--- config.mk ---
export PLATFORM = sky130hd
export DESIGN_NAME = h_fir_shiftadd
export DESIGN_NICKNAME = d
export VERILOG_FILES = /design/src/rtl/dsm_pkg.sv /design/src/rtl/h_fir_shiftadd_shift_term.sv /design/src/rtl/h_fir_shiftadd.sv
export SDC_FILE = /design/constraint.sdc
export NUM_CORES = 1
export LEC_CHECK = 0
export BUFFER_PORTS_ARGS = -buffer_cell sky130_fd_sc_hd__buf_2
export CAP_MARGIN = 5
export CORE_MARGIN = 5
export CORE_UTILIZATION = 35
export DETAILED_ROUTE_END_ITERATION = 8
export PLACE_DENSITY = 0.48
export SYNTH_ARGS = -nofsm -noshare
export SYNTH_HDL_FRONTEND = slang
export SYNTH_SLANG_ARGS = --single-unit
--- constraint.sdc ---
create_clock -name CLK -period 12.8 [get_ports CLK]
set_clock_uncertainty 0.2 [all_clocks]
set_input_delay 3.2 -clock CLK [delete_from_list [all_inputs] [get_ports CLK]]
set_output_delay 3.2 -clock CLK [all_outputs]
set_load 0.02 [all_outputs]
--- src/rtl/dsm_pkg.sv ---
// Shared definitions for the delta-sigma modulator datapath blocks.
//   coef_t        : coefficient word layout {en, neg, k[3:0]} (k signed)
//   acc_w()       : exact accumulator width for a shift-add FIR
//   sat_wrap()    : clamp or pass-through (caller truncates to width)
//   out_of_range(): value does not fit a w-bit two's complement word
// Values are carried as 64-bit signed, so accumulators must stay <= 64 bits.
package dsm_pkg;

  localparam int COEF_W = 6;
  localparam int K_W    = 4;

  typedef struct packed {
    logic           en;
    logic           neg;
    logic [K_W-1:0] k;    // signed shift, -8..+7
  } coef_t;

  // +8 covers a left shift of up to 7 plus negating the most negative input;
  // clog2(taps) covers the growth from summing all taps.
  function automatic int acc_w(input int width, input int taps);
    return width + 8 + $clog2(taps);
  endfunction

  function automatic logic out_of_range(input logic signed [63:0] v, input int w);
    logic signed [63:0] hi, lo;
    hi = (64'sd1 <<< (w - 1)) - 64'sd1;
    lo = -hi - 64'sd1;
    return (v > hi) || (v < lo);
  endfunction

  // With sat=0 the value is returned unchanged; the caller keeps the low w
  // bits, which is the wrap behaviour.
  function automatic logic signed [63:0] sat_wrap(input logic signed [63:0] v,
                                                   input int w, input bit sat);
    logic signed [63:0] hi, lo, r;
    hi = (64'sd1 <<< (w - 1)) - 64'sd1;
    lo = -hi - 64'sd1;
    r  = v;
    if (sat) begin
      if (v > hi)      r = hi;
      else if (v < lo) r = lo;
    end
    return r;
  endfunction

endpackage

--- src/rtl/h_fir_shiftadd_shift_term.sv ---
// shift_term: one power-of-two FIR tap, purely combinational.
//   x_i    : WIDTH-bit signed delayed sample
//   en_i   : tap enable (0 -> term is 0)
//   neg_i  : negate the shifted value
//   k_i    : signed shift, k>=0 left shift, k<0 arithmetic right shift (floor)
//   term_o : ACC_W-bit signed term
module shift_term
  import dsm_pkg::*;
#(
  parameter int WIDTH = 16,
  parameter int ACC_W = 26
) (
  input  logic signed [WIDTH-1:0] x_i,
  input  logic                    en_i,
  input  logic                    neg_i,
  input  logic signed [K_W-1:0]   k_i,
  output logic signed [ACC_W-1:0] term_o
);

  logic signed [ACC_W-1:0] ext, shf;
  logic        [K_W-1:0]   mag;

  always_comb begin
    ext = ACC_W'(x_i);
    // |k| for k=-8 is 8, which still fits the unsigned K_W-bit magnitude
    mag = k_i[K_W-1] ? K_W'(-k_i) : K_W'(k_i);
    shf = k_i[K_W-1] ? (ext >>> mag) : (ext <<< mag);
    if (!en_i)      term_o = '0;
    else if (neg_i) term_o = -shf;
    else            term_o = shf;
  end

endmodule

--- src/rtl/h_fir_shiftadd.sv ---
// h_fir_shiftadd: strictly causal programmable shift-and-add FIR.
//   CLK, reset        : clock, async active-high reset
//   clr               : sync clear of delay line, pipeline, ovf (coefs kept)
//   in, in_valid      : sample x[n] and its strobe
//   coef_we/addr/data : coefficient bank write port ({en,neg,k})
//   out, out_valid    : saturated/wrapped y and its one-cycle strobe
//   ovf               : sticky "sum left the WIDTH range" flag
// y is computed from x[n-1]..x[n-TAPS], i.e. the delay line before the
// in_valid shift. PIPE=1 registers pairwise tap sums before the final add.
module h_fir_shiftadd
  import dsm_pkg::*;
#(
  parameter int WIDTH = 16,
  parameter int TAPS  = 4,
  parameter int PIPE  = 0,
  parameter int SAT   = 1
) (
  input  logic                     CLK,
  input  logic                     reset,
  input  logic                     clr,
  input  logic [WIDTH-1:0]         in,
  input  logic                     in_valid,
  input  logic                     coef_we,
  input  logic [$clog2(TAPS)-1:0]  coef_addr,
  input  logic [COEF_W-1:0]        coef_data,
  output logic [WIDTH-1:0]         out,
  output logic                     out_valid,
  output logic                     ovf
);

  localparam int ACC_W = acc_w(WIDTH, TAPS);

  logic [TAPS-1:0][WIDTH-1:0] d_q;
  coef_t [TAPS-1:0]           coef_q;
  logic signed [ACC_W-1:0]    term [TAPS];
  logic signed [ACC_W-1:0]    sum_fin;
  logic                       fire;
  logic [WIDTH-1:0]           out_d, out_q;
  logic                       out_valid_q, ovf_q, oor;

  // Coefficient bank; a computation in the write cycle still sees old values.
  always_ff @(posedge CLK or posedge reset) begin
    if (reset) coef_q <= '0;
    else if (coef_we && (int'(coef_addr) < TAPS)) coef_q[coef_addr] <= coef_t'(coef_data);
  end

  // Delay line: d[0] = x[n-1]; clr wins over in_valid.
  always_ff @(posedge CLK or posedge reset) begin
    if (reset)  d_q <= '0;
    else if (clr) d_q <= '0;
    else if (in_valid) begin
      d_q[0] <= in;
      for (int i = 1; i < TAPS; i++) d_q[i] <= d_q[i-1];
    end
  end

  for (genvar i = 0; i < TAPS; i++) begin : g_tap
    shift_term #(.WIDTH(WIDTH), .ACC_W(ACC_W)) u_term (
      .x_i    (d_q[i]),
      .en_i   (coef_q[i].en),
      .neg_i  (coef_q[i].neg),
      .k_i    (coef_q[i].k),
      .term_o (term[i])
    );
  end

  if (PIPE != 0) begin : g_pipe
    localparam int NP = (TAPS + 1) / 2;
    logic signed [ACC_W-1:0] ps_d [NP];
    logic signed [ACC_W-1:0] ps_q [NP];
    logic                    s1_vld_q;

    for (genvar j = 0; j < NP; j++) begin : g_pair
      if (2*j + 1 < TAPS) begin : g_two
        assign ps_d[j] = term[2*j] + term[2*j+1];
      end else begin : g_one
        assign ps_d[j] = term[2*j];
      end
    end

    // clr drops any in-flight pair sums so nothing reaches the output.
    always_ff @(posedge CLK or posedge reset) begin
      if (reset || clr) begin
        s1_vld_q <= 1'b0;
        for (int j = 0; j < NP; j++) ps_q[j] <= '0;
      end else begin
        s1_vld_q <= in_valid;
        if (in_valid) ps_q <= ps_d;
      end
    end

    always_comb begin
      sum_fin = '0;
      for (int j = 0; j < NP; j++) sum_fin += ps_q[j];
      fire = s1_vld_q;
    end
  end else begin : g_nopipe
    always_comb begin
      sum_fin = '0;
      for (int i = 0; i < TAPS; i++) sum_fin += term[i];
      fire = in_valid;
    end
  end

  assign out_d = WIDTH'(sat_wrap(64'(sum_fin), WIDTH, SAT != 0));
  assign oor   = out_of_range(64'(sum_fin), WIDTH);

  // out holds between strobes; ovf is sticky until reset or clr.
  always_ff @(posedge CLK or posedge reset) begin
    if (reset) begin
      out_q       <= '0;
      out_valid_q <= 1'b0;
      ovf_q       <= 1'b0;
    end else if (clr) begin
      out_valid_q <= 1'b0;
      ovf_q       <= 1'b0;
    end else begin
      out_valid_q <= fire;
      if (fire) begin
        out_q <= out_d;
        ovf_q <= ovf_q | oor;
      end
    end
  end

  assign out       = out_q;
  assign out_valid = out_valid_q;
  assign ovf       = ovf_q;

endmodule

==> impl_metrics.tcl <==
set metrics [dict create \
    drv_cap 0 \
    power_frac_seq_pct 13.4 \
    hold_buffers 0 \
    final_area_sq_mm 0.0174 \
    cts_buffers 9 \
    setup_viol 0 \
    cts_setup_buffers 0 \
    grt_max_degree 67 \
    p_int_mw 1.59 \
    regArea_sq_mm 0.00266 \
    cts_tree "done" \
    fillers 4900 \
    first_iter_violations 1510 \
    hold_path.class "flip-flop to flip-flop" \
    multi_input_comb_area_sq_mm 0.0128 \
    yosysUniqueCellTypes 105 \
    tns_ps 0 \
    drive_above_1_share_pct 13.4 \
    synth_ff_type "dfrtp_1" \
    antenna_found_initial 0 \
    hold_slack_ps 274 \
    boundaryPins 47 \
    dpl_cell_area_sq_mm 0.0171 \
    mostFrequentLayoutCell "nand2_1" \
    leakage_nw 7.63 \
    max_clock_freq_mhz 102 \
    tightestPinTransition_ps 1100 \
    syn-cell-area_sq_mm 0.0166 \
    layout.cells.non_filler 2599 \
    max_slew_margin_pct 26.5 \
    core_area_sq_mm 0.0467 \
    hold_viol_final 0 \
    num_rows 79 \
    clock-sinks 106 \
    netSwitchingFraction_pct 54.9 \
    grt.overflow.total 0 \
    die-area_sq_mm 0.0518 \
    netlist_instances 2058 \
    rsz0062_at_grt "no" \
    ys_async_sr_fraction_pct 100 \
    start_util_pct 35.5 \
    via_count 15455 \
    h-tree-depth 3 \
    final_cell_mix "nand2_1, mux2i_1, nor2_1, inv_1, o21ai_0" \
    grt_pass1_wl_um 91200 \
    slowest_delay_ps 1020 \
    die-width_um 228 \
    totalWireLength_um 58600 \
    cp_slowest_cell "dfrtp_2" \
    syn_area_per_cell_sq_um 8.05 \
    p_per_area_mw_per_mm2 203 \
    vdd_drop_max_mv 0.120 \
    period_minus_slack_ps 9790 \
    clockRootBuffer "clkbuf_16" \
    ys_seq_area_share_pct 16.0 \
    num_antenna_cells 0 \
    ant_nets 0 \
    synth-edff-count 0 \
    gp_congestion 0.941 \
    power.share.clock_pct 8.2 \
    clk_latency_ps 390 \
    combPwrFrac_pct 78.4 \
    p_total_mw 3.52 \
    postSynthNetCount 2170 \
    final_nets 2099 \
    viasPerCell 5.95 \
    run_status "complete, no violations" \
    grt_use_total_pct 22.4 \
    path_max_fanout 41 \
    port-buffer-count 46 \
    finalCritPeriodShare_pct 76.5 \
    drv_slew 0 \
    drc 0 \
    path_clk_slew_ps 80 \
    startpoint_type "flip-flop" \
    areaGrowthSynthToFinish_pct 4.78 \
    switching_power_mw 1.93 \
    crit_type "flip-flop to flip-flop" \
    placed_cells 2583 \
    critPathArrivalTime_ps 9910 \
    detail_route.first_pass.iterations 5 \
    ys_warn_count 0 \
    dp_hpwl_um 45100 \
    clk_path_buf_depth 2 \
    required_ps 12920 \
    endpoint_kind "flip-flop" \
    ys_seq_elements 106 \
    first_global_vias 14724 \
    post_cts_resized 0 \
    die_h_um 228 \
    wl_per_cell_um 22.6 \
]
synth_stat cells (12+ instances only):
cell | n | share of area [%]
o21a_1 | 25 | 1.1
nand2_1 | 229 | 5.2
a21o_1 | 17 | 0.77
nand3_1 | 54 | 1.6
a21oi_1 | 96 | 2.9
a31oi_1 | 24 | 0.91
buf_1 | 12 | 0.27
and2_1 | 51 | 1.9
and3_1 | 26 | 0.98
o21ai_0 | 113 | 3.4
nor2b_1 | 18 | 0.68
xor2_1 | 39 | 2.1
xnor2_1 | 54 | 2.9
a211oi_1 | 15 | 0.68
dfrtp_1 | 106 | 16
ha_1 | 33 | 2.5
o211ai_1 | 22 | 1.0
nor3_1 | 32 | 0.97
o22ai_1 | 19 | 0.72
clkbuf_1 | 93 | 2.1
fa_1 | 50 | 6.0
buf_2 | 32 | 0.97
o31ai_1 | 15 | 0.68
mux2_2 | 82 | 5.6
mux2i_1 | 206 | 12
inv_1 | 119 | 2.7
mux4_2 | 36 | 4.9
nand2b_1 | 28 | 1.1
nor2_1 | 165 | 3.7
power by group through the flow:
| stage | clock network, mW | logic [mW] | registers, mW |
|---|---|---|---|
| 2_1_floorplan | 0 | 2.11 | 0.453 |
| 3_3_place_gp | 0 | 2.72 | 0.476 |
| 3_5_place_dp | 0 | 2.72 | 0.477 |
| 4_1_cts | 0.299 | 2.74 | 0.470 |
| 5_1_grt | 0.314 | 3.04 | 0.482 |
| 6_report | 0.290 | 2.76 | 0.470 |
flip-flops by register name, summed over array words and instances (netlist names):
signal     cells
coef_q        24
out           16
ovf            1
out_valid      1
d_q           64
cell type report:
| cell class | instances | share of cell area (%) |
|---|---|---|
| clock inverters | 7 | 0.353 |
| well taps | 607 | 4.38 |
| clock buffers | 9 | 1.30 |
| multi-input cells | 1675 | 73.6 |
| inverters | 127 | 2.76 |
| flip-flops and latches | 106 | 15.3 |
| repair buffers | 68 | 2.29 |
worst max-delay path: cells and delay by family, from the launching register on:
kind                       cells  cell delay (ps)
muxes                          2              660
adders and majority gates      4             1960
xor gates and xnor gates       3              690
buffers and inverters          4             1010
DFF                            1             1020
and+or+nand+nor                5             1850
AOI/OAI and AO/OA             10             2310
stage by stage:
step                worst slack [ps]  util [%]
floorplan                       4450         -
global placement                3200      36.6
detailed placement              3080      36.6
CTS                             3050      37.2
global route                    2320      37.2
finish                          3010      37.2
cells by family after synthesis:
| family | share of synthesized area, % |
|---|---|
| AO/OA/AOI/OAI | 19.4 |
| XOR/XNOR | 5.65 |
| adder cells (fa/ha/maj) | 8.53 |
| buffers and inverters | 6.96 |
| flip-flops | 16.0 |
| multiplexers | 23.1 |
| AND/OR/NAND/NOR | 20.3 |
worst paths after layout:
kind / startpoint / to / slack [ps] / depth (start not counted)
min in group asynchronous: reset / d_q[41]$_DFFE_PP0P_ / 2680 / 2
max: coef_q[0]$_DFFE_PP0P_ / out[13]$_DFFE_PP0P_ / 3010 / 28
max reg2reg: coef_q[0]$_DFFE_PP0P_ / out[13]$_DFFE_PP0P_ / 3010 / 28
min reg2reg: out[15]$_DFFE_PP0P_ / out[15]$_DFFE_PP0P_ / 270 / 2
max in group asynchronous: reset / coef_q[18]$_DFFE_PP0P_ / 8320 / 3
min: out[15]$_DFFE_PP0P_ / out[15]$_DFFE_PP0P_ / 270 / 2
layer usage:
metal / vias up / routed length (um) / GRT usage (%)
met2: 542 / 27200 / 36.8
met4: 0 / 1190 / 4.65
met5: - / 0 / 0
met1: 7600 / 27000 / 31.9
met3: 75 / 3240 / 2.88
li1: 7238 / - / -
Note: power is estimated with default switching activity, not from simulation.
